===== src/rtl/lm70_multi_spi_reader.sv =====
// Round-robin SPI master polling NUM_CH LM70-class sensors on a shared SCK/SIO bus.
// Optional hysteresis alarm per channel when LM70_ALARM_EN is defined.
module lm70_multi_spi_reader #(
   parameter int NUM_CH     = 2,
   parameter int FRAME_BITS = 16,
   parameter int TEMP_BITS  = 11,
   parameter int SCK_DIV    = 4,
   parameter int GAP_CYCLES = 8,
   localparam int CH_W      = (NUM_CH > 1) ? $clog2(NUM_CH) : 1
) (
   input  logic                        clk,
   input  logic                        rst,
   input  logic                        en,
   input  logic                        sio,
   output logic                        sck,
   output logic [NUM_CH-1:0]           cs_n,
   output logic [NUM_CH*TEMP_BITS-1:0] temp_flat,
   output logic                        valid,
   output logic [CH_W-1:0]             valid_ch,
   output logic                        busy
`ifdef LM70_ALARM_EN
   ,
   input  logic signed [TEMP_BITS-1:0] thr_hi,
   input  logic signed [TEMP_BITS-1:0] thr_lo,
   output logic [NUM_CH-1:0]           alarm
`endif
);

   localparam int MAX_CNT = (SCK_DIV > GAP_CYCLES) ? SCK_DIV : GAP_CYCLES;
   localparam int CNT_W   = $clog2(MAX_CNT + 1);
   localparam int BIT_W   = $clog2(FRAME_BITS + 1);

   localparam logic [CNT_W-1:0] DIV_LAST = CNT_W'(SCK_DIV - 1);
   localparam logic [CNT_W-1:0] GAP_LAST = CNT_W'(GAP_CYCLES - 1);
   localparam logic [BIT_W-1:0] BIT_LAST = BIT_W'(FRAME_BITS - 1);
   localparam logic [CH_W-1:0]  PTR_LAST = CH_W'(NUM_CH - 1);

   typedef enum logic [2:0] {
      IDLE,
      CS_SETUP,
      SHIFT,
      CS_HOLD,
      LATCH,
      GAP
   } state_t;

   state_t                  state;
   logic [CNT_W-1:0]        cnt;
   logic [BIT_W-1:0]        bit_cnt;
   logic [CH_W-1:0]         ptr;
   logic [FRAME_BITS-1:0]   shreg;
   logic signed [TEMP_BITS-1:0] new_temp;

   // Temperature field is the leading TEMP_BITS of the frame, MSB first.
   assign new_temp = shreg[FRAME_BITS-1 -: TEMP_BITS];

   function automatic logic [NUM_CH-1:0] cs_sel(input logic [CH_W-1:0] p);
      return ~(NUM_CH'(1) << p);
   endfunction

   // NOTE: every register here is assigned with <= so all next-state values are
   // computed from the same pre-edge snapshot, independent of statement order.
   always_ff @(posedge clk) begin
      if (rst) begin
         state    <= IDLE;
         cnt      <= '0;
         bit_cnt  <= '0;
         ptr      <= '0;
         shreg    <= '0;
         sck      <= 1'b0;
         cs_n     <= '1;
         valid    <= 1'b0;
         valid_ch <= '0;
         busy     <= 1'b0;
         // NOTE: the reading registers are cleared too, so downstream display
         // logic never sees stale data from before a reset.
         temp_flat <= '0;
`ifdef LM70_ALARM_EN
         alarm    <= '0;
`endif
      end else begin
         valid <= 1'b0;
         case (state)
            IDLE: begin
               if (en) begin
                  state <= CS_SETUP;
                  cs_n  <= cs_sel(ptr);
                  busy  <= 1'b1;
                  cnt   <= '0;
               end
            end

            CS_SETUP: begin
               if (cnt == DIV_LAST) begin
                  cnt     <= '0;
                  bit_cnt <= '0;
                  state   <= SHIFT;
               end else begin
                  cnt <= cnt + CNT_W'(1);
               end
            end

            // sio is captured on the same edge that raises sck; the sensor changed
            // it on the previous falling edge, so it has had a full half-period to settle.
            SHIFT: begin
               if (cnt == DIV_LAST) begin
                  cnt <= '0;
                  if (!sck) begin
                     sck   <= 1'b1;
                     shreg <= (shreg << 1) | FRAME_BITS'(sio);
                  end else begin
                     sck <= 1'b0;
                     if (bit_cnt == BIT_LAST) begin
                        state <= CS_HOLD;
                     end else begin
                        bit_cnt <= bit_cnt + BIT_W'(1);
                     end
                  end
               end else begin
                  cnt <= cnt + CNT_W'(1);
               end
            end

            CS_HOLD: begin
               if (cnt == DIV_LAST) begin
                  cnt   <= '0;
                  cs_n  <= '1;
                  state <= LATCH;
               end else begin
                  cnt <= cnt + CNT_W'(1);
               end
            end

            LATCH: begin
               for (int k = 0; k < NUM_CH; k++) begin
                  if (ptr == CH_W'(k)) begin
                     temp_flat[k*TEMP_BITS +: TEMP_BITS] <= new_temp;
`ifdef LM70_ALARM_EN
                     if (new_temp > thr_hi) begin
                        alarm[k] <= 1'b1;
                     end else if (new_temp < thr_lo) begin
                        alarm[k] <= 1'b0;
                     end
`endif
                  end
               end
               valid    <= 1'b1;
               valid_ch <= ptr;
               ptr      <= (ptr == PTR_LAST) ? '0 : ptr + CH_W'(1);
               busy     <= 1'b0;
               cnt      <= '0;
               state    <= GAP;
            end

            GAP: begin
               if (cnt == GAP_LAST) begin
                  cnt <= '0;
                  if (en) begin
                     state <= CS_SETUP;
                     cs_n  <= cs_sel(ptr);
                     busy  <= 1'b1;
                  end else begin
                     state <= IDLE;
                  end
               end else begin
                  cnt <= cnt + CNT_W'(1);
               end
            end

            default: begin
               state <= IDLE;
               cs_n  <= '1;
               sck   <= 1'b0;
               busy  <= 1'b0;
            end
         endcase
      end
   end

endmodule


===== config.mk =====
export PLATFORM = sky130hd
export DESIGN_NAME = lm70_multi_spi_reader
export DESIGN_NICKNAME = d
export VERILOG_FILES = /design/src/rtl/lm70_multi_spi_reader.sv
export SDC_FILE = /design/constraint.sdc
export NUM_CORES = 1
export LEC_CHECK = 0
export CAP_MARGIN = 20
export CORE_MARGIN = 2
export CORE_UTILIZATION = 40
export DETAILED_ROUTE_END_ITERATION = 10
export HOLD_SLACK_MARGIN = 0.12
export PLACE_DENSITY = 0.58
export SYNTH_ARGS = -nofsm -noshare
export SYNTH_HDL_FRONTEND = slang
export SYNTH_SLANG_ARGS = --single-unit

===== constraint.sdc =====
create_clock -name clk -period 3.3 [get_ports clk]
set_input_delay 0.66 -clock clk [delete_from_list [all_inputs] [get_ports clk]]
set_output_delay 0.66 -clock clk [all_outputs]
set_load 0.05 [all_outputs]

==> summary.md, run 1 <==
| Metric | Value |
|---|---|
| Result of the run | `completed` |
| FP Rows | `28` |
| LEAKAGE | `0.952 nW` |
| Fraction of met1 tracks used by global routing | `23.1%` |
| Data required time at the worst endpoint | `2640 ps` |
| Global-route wire length before repair | `8910 um` |
| Delay-heaviest family, CP | `buffers and inverters` |
| Critical path launch point type | `flip-flop` |
| Number of ports placed on the die boundary | `32` |
| Remaining global-route overflow | `0` |
| Cts bufs inserted | `9` |
| Synth-to-layout area growth | `21.0%` |
| Remaining DRCs | `0` |
| Port Buffers | `31` |
| Total standard cell area after synthesis | `0.00239 sq mm` |
| Buffers and inverters on the worst path | `1` |
| Final period utilization | `71.7%` |
| Power Density | `477 mW/mm^2` |
| Final-layout worst hold slack | `449 ps` |
| Highest net fanout along the worst path | `8` |
| Diodes inserted | `0` |
| Number of synthesized flops with an enable pin | `0` |
| Number of fillers in the final layout | `584` |
| Final hold viol count | `0` |
| Max-capacitance violation count | `0` |
| Type of the worst min-delay path | `reg2reg` |
| Clock H-tree levels | `3` |
| CP max-delay cell | `sky130_fd_sc_hd__clkdlybuf4s50_1` |
| Average wire per standard cell | `13.2 um` |
| Die W | `81.3 um` |
| Post-DP HPWL | `3330 um` |
| Tightest Pin Transition | `791 ps` |
| Clock tree from TritonCTS | `done` |
| Tot GR Track Use | `17.7%` |
| Setup repair after global routing missed its margin | `false` |
| Via count | `2,067` |
| Initial antenna violation count | `0` |
| TNS Setup | `0 ps` |
| Root buffer cell | `sky130_fd_sc_hd__clkbuf_8` |
| Post-CTS resize count | `0` |
| GR Util met2 | `27.6%` |
| Crit Path Class | `reg2out` |
| Max Clk Rate | `423 MHz` |
| Remaining max-slew budget at the tightest pin | `47.1%` |
| Fin cells | `403` |
| Count of synthesis-stage warnings from yosys | `0` |
| Most used flip-flop cell after synthesis | `sky130_fd_sc_hd__dfxtp_1` |
| Die area | `0.00662 sq mm` |
| Number of post-CTS setup repair buffers | `0` |
| Max stage delay on crit path | `870 ps` |
| Post-detailed-routing wire length | `5330 um` |
| Maximum count of clock buffers along a single path | `2` |
| Unique cell type count in the Yosys netlist | `45` |
| Post-layout nets | `330` |
| Pins over their slew limit | `0` |
| Final weighted congestion in routability-driven placement | `0.776` |
| Fraction of the core area covered by cells at the end of the flow | `49.5%` |
| Effective utilization at floorplan | `40.9%` |
| Maximum vdd drop | `0.317 mV` |
| Pin count of the biggest net entering global routing | `61` |
| Busiest grt layer | `met2` |
| Synthesized flop and latch total | `57` |
| Number of global-route vias before repair | `1,928` |
| Synthesized netlist cell count | `299` |
| Reg clk slew, reported paths | `60 ps` |
| Post-Syn Area per Cell | `8.00 sq um` |
| Number of failing setup endpoints in the final timing report | `0` |
| Number of optimization iterations in the first detailed-route pass | `4` |
| Cts-stage hold buffer count | `0` |
| Share of layout cells above drive strength 1 | `7.62%` |
| Drt via density | `5.13` |
| Clk_lat worst skew | `330 ps` |
| Cell-by-cell trace of the critical path | `clkdlybuf4s50_1` |
| Largest clock skew in the final design | `6.52 ps` |
| Shortest period the worst path allows | `2370 ps` |
| FFs w/ async S/R, synth | `0%` |
| Type of destination of the critical path | `output pin` |
| Vertical extent of the die | `81.3 um` |
| Post-placement cell count | `386` |
| Clock sinks | `57` |
| GR Util met3 | `6.56%` |
| Sequential element share of the synthesized area | `47.7%` |
| Pwr Total | `1.38 mW` |
| Worst path arrival time | `1710 ps` |
| Core box area | `0.00585 sq mm` |
| Mapped Nets | `306` |
| Number of nets with antenna violations after routing | `0` |
| Initial DRC Count | `108` |
-- cells in the mapped netlist (all sizes together), types with 2 or more instances --
cell type  number  area (sq um)
nor3            4          31.3
dfxtp          57          1140
o21ai           6          30.0
nand2b          4          25.0
a21oi          49           245
clkbuf          9          33.8
buf            10          63.8
or3b            3          28.8
mux2i           5          50.1
a2111oi         2          17.5
nor2           19          71.3
nand2          86           323
ha              3          37.5
a211oi          2          15.0
or3             3          18.8
nand3           6          30.0
a31oi           5          31.3
inv             5          18.8
-- metal layers --
metal / vias to the layer above / routed length [um]
met2: 32 / 2440
met5: - / 0
li1: 1066 / -
met1: 967 / 2660
met3: 2 / 203
met4: 0 / 25
-- area by class of cell --
class / instances / area (sq um) / area share (%)
multi-input cells: 218 / 1130 / 39.2
inverters: 5 / 18.8 / 0.648
flip-flops and latches: 57 / 1140 / 39.4
clock inverters: 5 / 30.0 / 1.04
well taps: 75 / 93.8 / 3.24
repair buffers: 32 / 325 / 11.2
clock buffers: 11 / 151 / 5.23
-- stage by stage --
stage | setup WS (ps) | area (sq um)
2_1_floorplan | 1470 | 2390
3_3_place_gp | 1080 | 2690
3_5_place_dp | 1010 | 2690
4_1_cts | 924 | 2880
5_1_grt | 791 | 2900
6_report | 933 | 2900
-- cells in the final DEF (no fill, tap or decap), drive strengths merged, types with 3 or more instances in the layout --
master / n
nor2: 19
a21oi: 49
clkinv: 3
inv: 5
mux2i: 5
clkbuf: 11
or3b: 3
nand3: 6
a31oi: 5
o21ai: 6
nand2: 86
ha: 3
dfxtp: 57
or3: 3
nor3: 4
nand2b: 4
clkdlybuf4s50: 30
-- worst register-to-register path, delay by kind of cell (launching register included) --
kind	cells	cell delay (ps)
flip-flops	1	730
AO/OA/AOI/OAI	1	160
AND/OR/NAND/NOR	3	1320
-- kinds of logic (layout without fill, tap and decap cells) --
logic type | after synthesis | in the layout | share of synthesized area [%]
AND/OR/NAND/NOR | 137 | 137 | 26.3
AO/OA/AOI/OAI | 71 | 71 | 16.6
flip-flops | 57 | 57 | 47.7
buffers and inverters | 24 | 53 | 4.86
multiplexers | 6 | 6 | 2.56
adder cells (fa/ha/maj) | 3 | 3 | 1.57
XOR/XNOR | 1 | 1 | 0.366
-- path summary, 6_finish.rpt --
| check | start | to | slack [ps] | cells after the start |
|---|---|---|---|---|
| min | shreg[1]$_SDFFE_PP0P_ | shreg[2]$_SDFFE_PP0P_ | 450 | 2 |
| max | sck$_SDFFE_PP0P_ | sck | 930 | 1 |
| max reg2reg | state[2]$_SDFFE_PP0P_ | temp_flat[13]$_SDFFE_PP0P_ | 1020 | 4 |
| min reg2reg | shreg[1]$_SDFFE_PP0P_ | shreg[2]$_SDFFE_PP0P_ | 450 | 2 |
-- report_power, final --
group          leakage (nW)  internal [mW]  switching [mW]
logic                 0.401         0.0310          0.0538
clock network        0.0911          0.309           0.278
registers             0.460          0.696          0.0131
total                 0.952           1.04           0.345
-- state kept, by name, summed over array words and instances (netlist names) --
register / flops
bit_cnt: 5
busy: 1
cnt: 4
cs_n: 2
ptr: 1
sck: 1
shreg: 16
state: 3
temp_flat: 22
valid: 1
valid_ch: 1
Power figures use the tool's default switching activity.
==> inputs of run 2 (changes only) <==
PLACE_DENSITY = 0.6   (was 0.58)
clock period = 2.05 ns   (was 3.3 ns; I/O delays follow)
==> run 2 against run 1 <==
  * Largest power group is now clock
  * Final area is 4.4% higher
  * Die area is the same
  * Largest cell class is now multi-input combinational cells
  * Critical endpoint is now bit_cnt[3]$_SDFFE_PP0P_
  * Register-to-register slack worse by 960 ps
  * Clock power increased by 98%
  * Critical path type is now reg2reg
  * Non-clock buffer count rose by 12
==> summary.md, run 2 (synthesized netlist as in run 1, its figures left out) <==
| Metric | Value |
|---|---|
| Total internal power | `1.91 mW (+84%)` |
| Tot GR Track Use | `18.0% (+0.25 points)` |
| Diodes inserted | `0 (unchanged)` |
| Switching power summed over all nets | `0.540 mW (+57%)` |
| Buffers and inverters on the worst path | `0 (-1)` |
| Maximum vdd drop | `0.604 mV (+90%)` |
| Largest register FFs | `22 (unchanged)` |
| Clock H-tree levels | `3 (unchanged)` |
| Max-capacitance violation count | `0 (unchanged)` |
| FP Rows | `28 (unchanged)` |
| Type of destination of the critical path | `flip-flop` |
| Pin count of the biggest net entering global routing | `42 (-31%)` |
| GR Util met3 | `4.00% (-2.6 points)` |
| Result of the run | `completed` |
| Number of optimization iterations in the first detailed-route pass | `4 (unchanged)` |
| Tightest Pin Transition | `740 ps (-50.2 ps)` |
| LEAKAGE | `1.03 nW (+8.0%)` |
| Reg2reg setup slack | `60 ps (-960 ps)` |
| Shortest period the worst path allows | `1990 ps` |
| Switching share of total power | `22.0% (-2.9 points)` |
| Synth-to-layout area growth | `26.4%` |
| Root buffer cell | `sky130_fd_sc_hd__clkbuf_8` |
| Remaining global-route overflow | `0 (unchanged)` |
| Average wire per standard cell | `13.3 um (+0.34%)` |
| Clock sinks | `57 (unchanged)` |
| Pins over their slew limit | `0 (unchanged)` |
| Die W | `81.3 um (unchanged)` |
| Leading cell types in the layout, fill and taps excluded | `86 x sky130_fd_sc_hd__nand2_1, 57 x sky130_fd_sc_hd__dfxtp_1, 49 x sky130_fd_sc_hd__a21oi_1` |
| Combinational fraction of design power | `6.2% (about the same)` |
| Die area | `0.00662 sq mm (unchanged)` |
| TNS Setup | `0 ps (unchanged)` |
| Share of layout cells above drive strength 1 | `11.2% (+3.6 points)` |
| Final weighted congestion in routability-driven placement | `0.741 (-4.5%)` |
| Max Clk Rate | `502 MHz` |
| Reg clk slew, reported paths | `60 ps (about the same)` |
| Delay-heaviest family, CP | `simple AND/OR/NAND/NOR gates` |
| Commonest non-fill, non-tap cell in the layout | `sky130_fd_sc_hd__nand2_1` |
| Cell-by-cell trace of the critical path | `ha_2 -> and3_1 -> ha_1 -> and4bb_2 -> o2111ai_2 -> or3_1 -> a31oi_1` |
| Cts bufs inserted | `9 (unchanged)` |
| Vertical extent of the die | `81.3 um (unchanged)` |
| Number of fillers in the final layout | `596 (+2.1%)` |
| Top register by number of flip-flops | `temp_flat` |
| Initial antenna violation count | `0 (unchanged)` |
| Post-layout nets | `342 (+3.6%)` |
| Highest net fanout along the worst path | `4 (-4)` |
| Number of post-CTS setup repair buffers | `0 (unchanged)` |
| Critical path launch point type | `flip-flop` |
| Effective utilization at floorplan | `40.9% (unchanged)` |
| Worst path arrival time | `2250 ps (+540 ps)` |
| Busiest grt layer | `met2` |
| Largest clock skew in the final design | `10.3 ps (+3.75 ps)` |
| Crit Path Class | `reg2reg` |
| Remaining DRCs | `0 (unchanged)` |
| Global-route wire length before repair | `9020 um (+1.2%)` |
| Final hold viol count | `0 (unchanged)` |
| Register area | `0.00114 sq mm (unchanged)` |
| Post-detailed-routing wire length | `5480 um (+2.8%)` |
| Drt via density | `5.20 (+1.4%)` |
| Maximum count of clock buffers along a single path | `2 (unchanged)` |
| Final worst setup slack | `56.9 ps (-876 ps)` |
| Fraction of met1 tracks used by global routing | `24.3% (+1.2 points)` |
| Data required time at the worst endpoint | `2300 ps (-340 ps)` |
| CP max-delay cell | `sky130_fd_sc_hd__or3_1` |
| Final period utilization | `97.2%` |
| Reg power frac | `46.3% (-5.1 points)` |
| Area of the multi-input gates | `0.00115 sq mm (+1.5%)` |
| Number of nets with antenna violations after routing | `0 (unchanged)` |
| Clk network pwr share | `47.5% (+5.0 points)` |
| Port Buffers | `31 (unchanged)` |
| Type of the worst min-delay path | `reg2reg` |
| Initial DRC Count | `96 (-11%)` |
| Pre-CTS worst setup slack | `91.3 ps (-918 ps)` |
| Number of global-route vias before repair | `1,957 (+1.5%)` |
| Max stage delay on crit path | `370 ps (-500 ps)` |
| Number of ports placed on the die boundary | `32 (unchanged)` |
| Clk_lat worst skew | `340 ps (about the same)` |
| Largest registers | `temp_flat x22, shreg x16, bit_cnt x5` |
| Remaining max-slew budget at the tightest pin | `50.6% (+3.5 points)` |
| GR Util met2 | `26.5% (-1.1 points)` |
| Post-DP HPWL | `3480 um (+4.5%)` |
| Core box area | `0.00585 sq mm (unchanged)` |
| Clock tree from TritonCTS | `done` |
| Power Density | `810 mW/mm^2 (+70%)` |
| Via count | `2,149 (+4.0%)` |
| Number of failing setup endpoints in the final timing report | `0 (unchanged)` |
==> run 2: cell count changes in the layout (fill, tap and decap cells not counted), sizes merged <==
| cell | change |
|---|---|
| clkinv | -2 |
| clkinvlp | -2 |
| clkdlybuf4s50 | -1 |
| bufinv | +2 |
| buf | +13 |
==> run 2: layout make-up <==
class | count | area share (%)
Sequential cell | 57 | 37.7
Clock inverter | 3 | 2.15
Timing Repair Buffer | 44 | 13.2
Tap cell | 75 | 3.10
Multi-Input combinational cell | 218 | 38.1
Clock buffer | 11 | 5.01
Inverter | 5 | 0.621
==> run 2: stage by stage <==
| step | util [%] | cell area, sq um | power [mW] | hold WS [ps] | std cells |
|---|---|---|---|---|---|
| global placement | 47.7 | 2790 | 1.31 | 436 | 399 |
| global route | 51.7 | 3020 | 2.53 | 471 | 413 |
| detailed placement | 47.7 | 2790 | 1.31 | 443 | 399 |
| CTS | 51.4 | 3010 | 2.47 | 452 | 413 |
| floorplan | - | 2390 | 1.26 | 432 | 299 |
| finish | 51.7 | 3020 | 2.45 | 453 | 413 |
==> run 2: path summary, 6_finish.rpt <==
path	depth (start not counted)	start	endpoint
worst min-delay path	2	temp_flat[19]$_SDFFE_PP0P_	temp_flat[19]$_SDFFE_PP0P_
worst max-delay path	7	bit_cnt[0]$_SDFFE_PP0P_	bit_cnt[3]$_SDFFE_PP0P_
worst min register to register	2	temp_flat[19]$_SDFFE_PP0P_	temp_flat[19]$_SDFFE_PP0P_
worst max register to register	7	bit_cnt[0]$_SDFFE_PP0P_	bit_cnt[3]$_SDFFE_PP0P_
==> run 2: what timing repair did <==
action,4_1_cts,5_1_grt
hold endpoints to repair,0,0
resized for setup,0,3
hold buffers,0,0
endpoints found under the setup margin,0,2
==> run 2: power groups by stage <==
stage / sequential, mW / combinational (mW) / clock (mW)
after CTS: 1.13 / 0.151 / 1.19
after floorplan: 1.18 / 0.0809 / 0
after detailed placement: 1.16 / 0.149 / 0
after global placement: 1.16 / 0.148 / 0
final: 1.13 / 0.152 / 1.16
after global routing: 1.14 / 0.169 / 1.23
==> run 2: worst min-delay path: cells and delay by family, from the launching register on <==
family,cells,cell delay [ps]
AO/OA/AOI/OAI,1,50
AND/OR/NAND/NOR,1,50
flip-flops,1,310
==> run 2: layer usage <==
metal  routed length [um]  share of wire (%)  up-vias
met5                    0                  0        -
met4                  142                2.6        0
met3                  194                3.5       13
met2                 2470                 45       41
met1                 2670                 49     1007
li1                     -                  -     1088
==> inputs of run 3 (changes only) <==
SETUP_SLACK_MARGIN = 0.3   (was default)
==> run 3 against run 2 <==
  * Register-to-register slack gained 110 ps
  * Total power shrank 4.6%
  * Via count grew 0.70%
  * Clock power shrank 10%
  * Worst hold slack lost 3.1 ps
  * Critical endpoint is now bit_cnt[2]$_SDFFE_PP0P_
==> summary.md, run 3 (synthesized netlist as in run 1, its figures left out) <==
| Metric | Value |
|---|---|
| Hold-critical path endpoint | `shreg[2]$_SDFFE_PP0P_` |
| TNS Setup | `0 ps (unchanged)` |
| Critical path launch point type | `flip-flop` |
| Number of ports placed on the die boundary | `32 (unchanged)` |
| Cell count of the worst hold path | `2 (unchanged)` |
| Leading cell types in the layout, fill and taps excluded | `86 x sky130_fd_sc_hd__nand2_1, 53 x sky130_fd_sc_hd__dfxtp_1, 48 x sky130_fd_sc_hd__a21oi_1` |
| Clock H-tree levels | `3 (unchanged)` |
| Core box area | `0.00585 sq mm (unchanged)` |
| Result of the run | `completed` |
| Final period utilization | `92.0% (-5.3 points)` |
| Die W | `81.3 um (unchanged)` |
| Number of optimization iterations in the first detailed-route pass | `4 (unchanged)` |
| Port Buffers | `31 (unchanged)` |
| Root buffer cell | `sky130_fd_sc_hd__clkbuf_8` |
| Die area | `0.00662 sq mm (unchanged)` |
| Initial antenna violation count | `0 (unchanged)` |
| Largest register FFs | `22 (unchanged)` |
| Global-route wire length before repair | `9090 um (+0.84%)` |
| Max Clk Rate | `530 MHz (+5.7%)` |
| Average wire per standard cell | `13.2 um (-0.67%)` |
| Diodes inserted | `0 (unchanged)` |
| Post-DP HPWL | `3480 um (about the same)` |
| Power Density | `738 mW/mm^2 (-8.9%)` |
| Type of destination of the critical path | `flip-flop` |
| Cts bufs inserted | `9 (unchanged)` |
| Tightest Pin Transition | `691 ps (-49.6 ps)` |
| Maximum vdd drop | `0.409 mV (-32%)` |
| Reg2Reg Capture Point | `bit_cnt[2]$_SDFFE_PP0P_` |
| Maximum count of clock buffers along a single path | `2 (unchanged)` |
| Worst path arrival time | `2150 ps (-100 ps)` |
| Drt via density | `5.04 (-3.1%)` |
| Reg2reg setup slack | `160 ps (+110 ps)` |
| Number of nets with antenna violations after routing | `0 (unchanged)` |
| Fin cells | `429 (+3.9%)` |
| Clock tree from TritonCTS | `done` |
| Number of fillers in the final layout | `556 (-6.7%)` |
| Min-Delay Startpoint | `shreg[1]$_SDFFE_PP0P_` |
| Type of the worst min-delay path | `reg2reg` |
| Data required time at the worst endpoint | `2310 ps (about the same)` |
| Number of global-route vias before repair | `1,934 (-1.2%)` |
| Initial DRC Count | `120 (+25%)` |
| Vertical extent of the die | `81.3 um (unchanged)` |
| Post-placement cell count | `399 (unchanged)` |
| LEAKAGE | `1.22 nW (+18%)` |
| Final weighted congestion in routability-driven placement | `0.800 (+8.0%)` |
| Remaining DRCs | `0 (unchanged)` |
| Cts-stage hold buffer count | `0 (unchanged)` |
| Commonest non-fill, non-tap cell in the layout | `sky130_fd_sc_hd__nand2_1` |
| Clk_lat worst skew | `330 ps (about the same)` |
| Number of failing setup endpoints in the final timing report | `0 (unchanged)` |
| Post-layout nets | `356 (+4.1%)` |
| Shortest period the worst path allows | `1890 ps (-108 ps)` |
| Setup repair after global routing missed its margin | `true` |
| Clock sinks | `57 (unchanged)` |
| Pin count of the biggest net entering global routing | `36 (-14%)` |
| Remaining global-route overflow | `0 (unchanged)` |
| Effective utilization at floorplan | `40.9% (unchanged)` |
| Largest clock skew in the final design | `8.70 ps (-1.57 ps)` |
| Reg clk slew, reported paths | `70 ps (about the same)` |
| Largest registers | `temp_flat x22, shreg x16, bit_cnt x5` |
| Share of layout cells above drive strength 1 | `18.9% (+7.7 points)` |
| R2R cell count | `8 (+1)` |
| Via count | `2,164 (+0.70%)` |
| Post-detailed-routing wire length | `5660 um (+3.2%)` |
| Remaining max-slew budget at the tightest pin | `54.0% (+3.3 points)` |
| Top register by number of flip-flops | `temp_flat` |
| Tot GR Track Use | `17.9% (about the same)` |
| Final hold viol count | `0 (unchanged)` |
| Highest net fanout along the worst path | `3 (-1)` |
| Max-capacitance violation count | `0 (unchanged)` |
| Pins over their slew limit | `0 (unchanged)` |
| Synth-to-layout area growth | `32.4%` |
| Reg-to-Reg Start | `bit_cnt[0]$_SDFFE_PP0P_` |
| FP Rows | `28 (unchanged)` |
| Crit Path Class | `reg2reg` |
## run 3: cell count changes in the layout (fill, tap and decap cells not counted), sizes merged
cell,change
clkinvlp,+2
bufinv,-1
clkdlybuf4s50,-27
clkinv,+1
dlygate4sd2,+27
buf,+14
## run 3: final cells by class
cell class              instances  area, sq um  area share (%)
clock inverters                 5         55.1            1.74
multi-input cells             218         1210            38.3
flip-flops and latches         57         1150            36.3
repair buffers                 58          495            15.6
inverters                       5         18.8           0.593
well taps                      75         93.8            2.96
clock buffers                  11          141            4.46
## run 3: worst max-delay path by stage
| stage | cells after the start | start | slack (ps) | to |
|---|---|---|---|---|
| 3_3_place_gp | 5 | en | 160 | state[0]$_SDFFE_PP0P_ |
| 3_5_place_dp | 7 | bit_cnt[0]$_SDFFE_PP0P_ | 150 | bit_cnt[3]$_SDFFE_PP0P_ |
| 4_1_cts | 7 | bit_cnt[0]$_SDFFE_PP0P_ | 180 | bit_cnt[3]$_SDFFE_PP0P_ |
| 5_1_grt | 8 | bit_cnt[0]$_SDFFE_PP0P_ | 100 | bit_cnt[2]$_SDFFE_PP0P_ |
| 6_report | 8 | bit_cnt[0]$_SDFFE_PP0P_ | 160 | bit_cnt[2]$_SDFFE_PP0P_ |
| 2_1_floorplan | 7 | bit_cnt[1]$_SDFFE_PP0P_ | 280 | bit_cnt[3]$_SDFFE_PP0P_ |
## run 3: per-layer routing
metal,global-route usage (%),vias up,wire length [um]
met5,0,-,0
met3,5.11,7,258
met2,27.1,46,2580
li1,-,1117,-
met1,24.3,994,2760
met4,6.61,0,58
## run 3: per-stage QoR
step / hold WS, ps / worst slack [ps] / power [mW] / instance area, sq um / utilization (%)
final: 450 / 165 / 2.34 / 3170 / 54.1
after global routing: 462 / 102 / 2.42 / 3170 / 54.1
after CTS: 454 / 184 / 2.36 / 3080 / 52.6
after detailed placement: 445 / 154 / 1.32 / 2830 / 48.3
after global placement: 437 / 164 / 1.32 / 2830 / 48.3
after floorplan: 432 / 284 / 1.26 / 2420 / -
## run 3: worst max-delay path: stages (launching register included)
cell and delay, ps:
sky130_fd_sc_hd__dfxtp_4 360, sky130_fd_sc_hd__ha_4 160, sky130_fd_sc_hd__and3_4 180, sky130_fd_sc_hd__ha_4 150, sky130_fd_sc_hd__and4bb_2 330, sky130_fd_sc_hd__buf_4 130, sky130_fd_sc_hd__o21ai_0 70, sky130_fd_sc_hd__or3_1 330
sky130_fd_sc_hd__a21oi_2 120
## run 3: timing repair
action                                 in CTS  in global routing
pin swaps                                   5                  7
setup endpoints to repair                  48                 39
setup buffers                               7                  7
resized for setup                          34                 10
endpoints found under the hold margin       0                  0
## run 3: power by group
| group | internal [mW] | switching (mW) |
|---|---|---|
| registers | 1.12 | 0.0113 |
| logic | 0.0609 | 0.103 |
| clock network | 0.590 | 0.452 |
